==> config.mk <==
export PLATFORM = sky130hd
export DESIGN_NAME = intersection_sequencer
export DESIGN_NICKNAME = d
export VERILOG_FILES = /design/src/rtl/tlc_pkg.sv /design/src/rtl/rr_arbiter4.sv /design/src/rtl/intersection_sequencer.sv
export SDC_FILE = /design/constraint.sdc
export NUM_CORES = 1
export LEC_CHECK = 0
export BUFFER_PORTS_ARGS = -buffer_cell sky130_fd_sc_hd__buf_4
export CAP_MARGIN = 30
export CELL_PAD_IN_SITES_DETAIL_PLACEMENT = 0
export CELL_PAD_IN_SITES_GLOBAL_PLACEMENT = 1
export CORE_MARGIN = 2
export CORE_UTILIZATION = 29
export CTS_CLUSTER_DIAMETER = 120
export DETAILED_ROUTE_END_ITERATION = 7
export GPL_ROUTABILITY_DRIVEN = 0
export PLACE_DENSITY_LB_ADDON = 0.1
export REMOVE_ABC_BUFFERS = 1
export SLEW_MARGIN = 0
export SYNTH_ARGS = -nofsm -noshare
export SYNTH_HDL_FRONTEND = slang
export SYNTH_SLANG_ARGS = --single-unit
==> constraint.sdc <==
create_clock -name clk -period 1.73 [get_ports clk]
set_clock_uncertainty 0.2 [all_clocks]
set_input_delay 0.173 -clock clk [delete_from_list [all_inputs] [get_ports clk]]
set_output_delay 0.173 -clock clk [all_outputs]
set_load 0.02 [all_outputs]
==> src/rtl/tlc_pkg.sv <==
// Shared definitions for the intersection sequencer: lamp codes, state encoding, street count.
package tlc_pkg;

  localparam int NUM_STREETS = 4;

  localparam logic [1:0] LIGHT_RED    = 2'b00;
  localparam logic [1:0] LIGHT_YELLOW = 2'b01;
  localparam logic [1:0] LIGHT_GREEN  = 2'b11;

  typedef enum logic [1:0] {
    GREEN  = 2'd0,
    YELLOW = 2'd1,
    ALLRED = 2'd2
  } tlc_state_e;

endpackage

==> src/rtl/rr_arbiter4.sv <==
// Combinational round-robin arbiter over four requests; the scan starts one past the last grant.
module rr_arbiter4 (
  input  logic [3:0] req,
  input  logic [1:0] last,
  output logic [1:0] grant,
  output logic       valid
);

  logic [7:0] dbl_s;
  logic [2:0] start_s;
  logic [3:0] rot_s;
  logic [1:0] off_s;

  // Rotate the request vector so bit 0 is the first candidate, then priority-encode
  always_comb begin
    dbl_s   = {req, req};
    start_s = {1'b0, last} + 3'd1;
    rot_s   = dbl_s[start_s +: 4];
    off_s   = 2'd0;
    valid   = 1'b1;
    casez (rot_s)
      4'b???1: off_s = 2'd0;
      4'b??10: off_s = 2'd1;
      4'b?100: off_s = 2'd2;
      4'b1000: off_s = 2'd3;
      default: begin
        off_s = 2'd0;
        valid = 1'b0;
      end
    endcase
    grant = last + 2'd1 + off_s;
  end

endmodule

==> src/rtl/intersection_sequencer.sv <==
// Four-street green/yellow/all-red sequencer with optional emergency preemption.
// Preemption, holds and round-robin arbitration are built only when INTERSECTION_EMG_PREEMPT_EN is defined.
module intersection_sequencer
  import tlc_pkg::*;
#(
  parameter int GREEN_CYC  = 8,
  parameter int MIN_GREEN  = 2,
  parameter int YELLOW_CYC = 3,
  parameter int ALLRED_CYC = 2,
  parameter int CNT_W      = 8
) (
  input  logic       clk,
  input  logic       reset,
  input  logic [3:0] emg_req,
  output logic [3:0] emg_ack,
  output logic [1:0] phase,
  output logic [1:0] Street1,
  output logic [1:0] Street2,
  output logic [1:0] Street3,
  output logic [1:0] Street4
);

  localparam logic [CNT_W-1:0] GREEN_LAST  = CNT_W'(GREEN_CYC - 1);
  localparam logic [CNT_W-1:0] MIN_LAST    = CNT_W'(MIN_GREEN - 1);
  localparam logic [CNT_W-1:0] YELLOW_LAST = CNT_W'(YELLOW_CYC - 1);
  localparam logic [CNT_W-1:0] ALLRED_LAST = CNT_W'(ALLRED_CYC - 1);
  localparam logic [CNT_W-1:0] CNT_MAX     = {CNT_W{1'b1}};

  tlc_state_e       state_r;
  logic [CNT_W-1:0] elapsed_r;
  logic [CNT_W-1:0] elapsed_inc_s;
  logic [1:0]       phase_r;
  logic             init_r;
  logic             hold_s;
  logic             foreign_s;
  logic             green_exit_s;
  logic             decide_s;
  logic [1:0]       next_phase_s;
  logic [1:0]       lamps_s [NUM_STREETS];

  assign elapsed_inc_s = (elapsed_r == CNT_MAX) ? elapsed_r : elapsed_r + CNT_W'(1);
  assign decide_s      = (state_r == ALLRED) && (elapsed_r >= ALLRED_LAST);
  assign green_exit_s  = !hold_s &&
                         ((elapsed_r >= GREEN_LAST) || (foreign_s && (elapsed_r >= MIN_LAST)));

`ifdef INTERSECTION_EMG_PREEMPT_EN
  logic [1:0] last_emg_r;
  logic [1:0] grant_s;
  logic       grant_vld_s;

  rr_arbiter4 u_arb (
    .req   (emg_req),
    .last  (last_emg_r),
    .grant (grant_s),
    .valid (grant_vld_s)
  );

  assign hold_s    = emg_req[phase_r];
  assign foreign_s = |(emg_req & ~(4'b0001 << phase_r));

  // Emergency grant wins the decision; the first decision after reset always lands on Street1
  always_comb begin
    if (grant_vld_s) begin
      next_phase_s = grant_s;
    end else if (init_r) begin
      next_phase_s = 2'd0;
    end else begin
      next_phase_s = phase_r + 2'd1;
    end
  end

  // Acknowledge only while the requesting street actually holds green
  always_comb begin
    if ((state_r == GREEN) && emg_req[phase_r]) begin
      emg_ack = 4'b0001 << phase_r;
    end else begin
      emg_ack = 4'b0000;
    end
  end

  // Round-robin pointer, moved only when an emergency grant is taken
  always_ff @(posedge clk) begin
    if (reset) begin
      last_emg_r <= 2'd3;
    end else if (decide_s && grant_vld_s) begin
      last_emg_r <= grant_s;
    end else begin
      last_emg_r <= last_emg_r;
    end
  end
`else
  logic emg_req_unused_s;

  assign emg_req_unused_s = ^emg_req;
  assign hold_s           = 1'b0;
  assign foreign_s        = 1'b0;
  assign emg_ack          = 4'b0000;

  // Fixed rotation; the first decision after reset lands on Street1
  always_comb begin
    if (init_r) begin
      next_phase_s = 2'd0;
    end else begin
      next_phase_s = phase_r + 2'd1;
    end
  end
`endif

  // Phase state machine with saturating dwell counter
  always_ff @(posedge clk) begin
    if (reset) begin
      state_r   <= ALLRED;
      elapsed_r <= '0;
      phase_r   <= 2'd0;
      init_r    <= 1'b1;
    end else begin
      case (state_r)
        GREEN: begin
          if (green_exit_s) begin
            state_r   <= YELLOW;
            elapsed_r <= '0;
          end else begin
            elapsed_r <= elapsed_inc_s;
          end
        end
        YELLOW: begin
          if (elapsed_r >= YELLOW_LAST) begin
            state_r   <= ALLRED;
            elapsed_r <= '0;
          end else begin
            elapsed_r <= elapsed_inc_s;
          end
        end
        ALLRED: begin
          if (decide_s) begin
            state_r   <= GREEN;
            elapsed_r <= '0;
            phase_r   <= next_phase_s;
            init_r    <= 1'b0;
          end else begin
            elapsed_r <= elapsed_inc_s;
          end
        end
        default: begin
          state_r   <= ALLRED;
          elapsed_r <= '0;
        end
      endcase
    end
  end

  // Lamp decode: only the owning street may show a non-red code
  always_comb begin
    for (int i = 0; i < NUM_STREETS; i++) begin
      lamps_s[i] = LIGHT_RED;
    end
    case (state_r)
      GREEN:   lamps_s[phase_r] = LIGHT_GREEN;
      YELLOW:  lamps_s[phase_r] = LIGHT_YELLOW;
      ALLRED:  lamps_s[phase_r] = LIGHT_RED;
      default: lamps_s[phase_r] = LIGHT_RED;
    endcase
  end

  assign Street1 = lamps_s[0];
  assign Street2 = lamps_s[1];
  assign Street3 = lamps_s[2];
  assign Street4 = lamps_s[3];
  assign phase   = phase_r;

endmodule

==> reports/results.tsv <==
metric	value	unit
outcome	completed	
Mapped Cells	84	
Async S/R FF share, synth	0	
number of placed instances, taps included	135	
clock root cell	clkbuf_4	
dpl cell area	957	um2
worst hold-check path type	reg -> reg	
R2R Path Start	elapsed_r[1]$_SDFF_PP0_	
total gr overflow	0	
Max Cap Viol	0	
post-route ant nets	0	
first-pass GRT wire length	2.66	mm
Core Area	2520	um2
fin. max-slew vios	0	
antenna cells	0	
hold depth	2	
largest net degree at the start of global routing	9	
starting density of the core	0.312	
Worst path top cell family by delay	simple AND/OR/NAND/NOR gates	
Achievable Freq	0.598	GHz
CTS max path bufs	2	
Total Power	658	uW
synth warn	0	
Worst path slowest cell	or3_1	
# DRC	0	
R2R cell count	5	
WP data arrival	1.68	ns
CTS tree	done	
Layout area overhead	31.2	%
Final Cycle Share	0.967	
I/O pins	20	
critical path buffer and inverter count	1	
Pleak	0.440	nW
Post-CTS Setup Bufs	0	
crit-path max cell delay	0.35	ns
fin util	0.409	
share of layout cells above drive strength 1	0.382	
area occupied by registers	264	um2
final instance area	1030	um2
Top FF cell, synth	dfxtp_1	
final wirelength	1.60	mm
Placement Rows	18	
clk_lat worst skew	0.28	ns
CP max FO	5	
initial antenna violation count	0	
Critical Path, Cell by Cell	buf_4, ha_2, nand4_4, or3_1, a211oi_2	
Vias per Instance	4.46	
Peak VDD IR	0.348	mV
average size of a mapped cell	9.35	um2
Distinct cells, synth	35	
clock slew at reported path FFs	0.08	ns
clock sink count	13	
fin crit period	1.67	ns
DR iter-0 viols	7	
placed wire-length estimate	1.25	mm
Worst EP required	1.73	ns
CTS buffer count	3	
die area	3140	um2
GRT Util Overall	0.108	
pwr dens	638	nW/um2
die width	56.1	um
HP Start	init_r$_SDFFE_PP1P_	
input/output buffers	11	
Synth Register Bits	13	
first-pass detailed-route iteration total	2	
Worst path depth	5	
sequential element share of the synthesized area	0.331	
CP Class	reg -> reg	
footprint of the multi-input gates	524	um2
fin cells	140	
number of global-route vias before repair	592	
fillers	247	
Setup-failing EPs final	0	
crit path from	elapsed_r[1]$_SDFF_PP0_	
Final Hold Vio Count	0	
Avg WL per Cell	11.4	um
H-Tree Depth	1	
startpoint types	flip-flop	
EDFF count, synth	0	
vias post-DR	624	
Mapped Area	786	um2
CP Capture Type	flip-flop	
nets	125	
Die Ht	56.1	um
## layout by cell type (no fill, tap or decap), drive strengths merged, types with 2 or more instances in the layout
master | Yosys | final
ha | 8 | 8
a21oi | 2 | 2
nand2 | 2 | 2
conb | 1 | 8
nand3 | 3 | 3
nor2 | 6 | 6
nor4 | 3 | 3
nor2b | 4 | 4
nor4b | 2 | 2
o21ai | 3 | 3
a211oi | 2 | 2
nor3 | 6 | 6
and2 | 5 | 5
clkbuf | 0 | 4
dfxtp | 13 | 13
buf | 5 | 19
nand4 | 2 | 2
inv | 7 | 7
## repair_timing
item | CTS | global route
hold buffers | 1 | 0
endpoints found under the setup margin | 1 | 8
resized for setup | 1 | 8
endpoints found under the hold margin | 2 | 0
pin swaps | 0 | 4
## cells in the mapped netlist (2+ instances only)
cell type | instances | area share
nand3_1 | 3 | 0.019
nor3_1 | 5 | 0.032
buf_4 | 4 | 0.038
and2_1 | 4 | 0.032
nand2_1 | 2 | 0.0096
nor4_2 | 2 | 0.032
o21ai_0 | 2 | 0.013
nor2_1 | 6 | 0.029
dfxtp_1 | 13 | 0.33
nor2b_1 | 4 | 0.032
inv_1 | 7 | 0.033
ha_1 | 8 | 0.13
a211oi_2 | 2 | 0.032
## power by group
| part | total, mW | internal, mW | switching [mW] |
|---|---|---|---|
| clock network | 0.188 | 0.0894 | 0.0985 |
| registers | 0.335 | 0.315 | 0.0194 |
| logic | 0.135 | 0.0618 | 0.0736 |
## through the flow
| step | setup slack, ns | hold WS, ns | TNS [ns] |
|---|---|---|---|
| after floorplan | 0.0497 | 0.0846 | 0 |
| after global placement | 0.0207 | 0.232 | 0 |
| after detailed placement | 0.00662 | 0.236 | 0 |
| after CTS | 0.0340 | 0.292 | 0 |
| after global routing | -0.0103 | 0.318 | -0.0103 |
| final | 0.0575 | 0.288 | 0 |
## area by class of cell
| class | instances | area share |
|---|---|---|
| Inverter | 7 | 0.0255 |
| Timing Repair Buffer | 20 | 0.148 |
| Sequential cell | 13 | 0.256 |
| Tap cell | 30 | 0.0364 |
| Multi-Input combinational cell | 66 | 0.508 |
| Clock buffer | 4 | 0.0255 |
## flip-flops by register name (all words and copies together), names as in the netlist
signal,flops
elapsed_r,8
init_r,1
phase,2
state_r,2
## cell families after synthesis
logic type | count (synthesis) | synth area share
simple gates | 36 | 0.295
flops | 13 | 0.331
compound gates | 12 | 0.132
buf+inv | 12 | 0.0780
fa+ha+maj | 8 | 0.127
mux | 2 | 0.0318
other cells | 1 | 0.00477
## path summary, 6_finish.rpt
check             slack [ns]                       to
hold / removal          0.29      init_r$_SDFFE_PP1P_
hold reg to reg         0.29      init_r$_SDFFE_PP1P_
setup / recovery        0.06  elapsed_r[1]$_SDFF_PP0_
setup reg to reg        0.06  elapsed_r[1]$_SDFF_PP0_
## metal layers
layer / part of all wire / vias to the layer above / GRT usage
met2: 0.44 / 17 / 0.156
li1: - / 331 / -
met5: 0 / - / 0
met1: 0.51 / 272 / 0.146
met4: 0.014 / 0 / 0.0510
met3: 0.044 / 4 / 0.0302
## worst min-delay path, delay by kind of cell (launching register included)
kind,cells,cell delay (ns)
flip-flops,1,0.31
AO/OA/AOI/OAI,1,0.07
buffers and inverters,1,0.07
No activity file was read; power rests on OpenSTA's default activity.
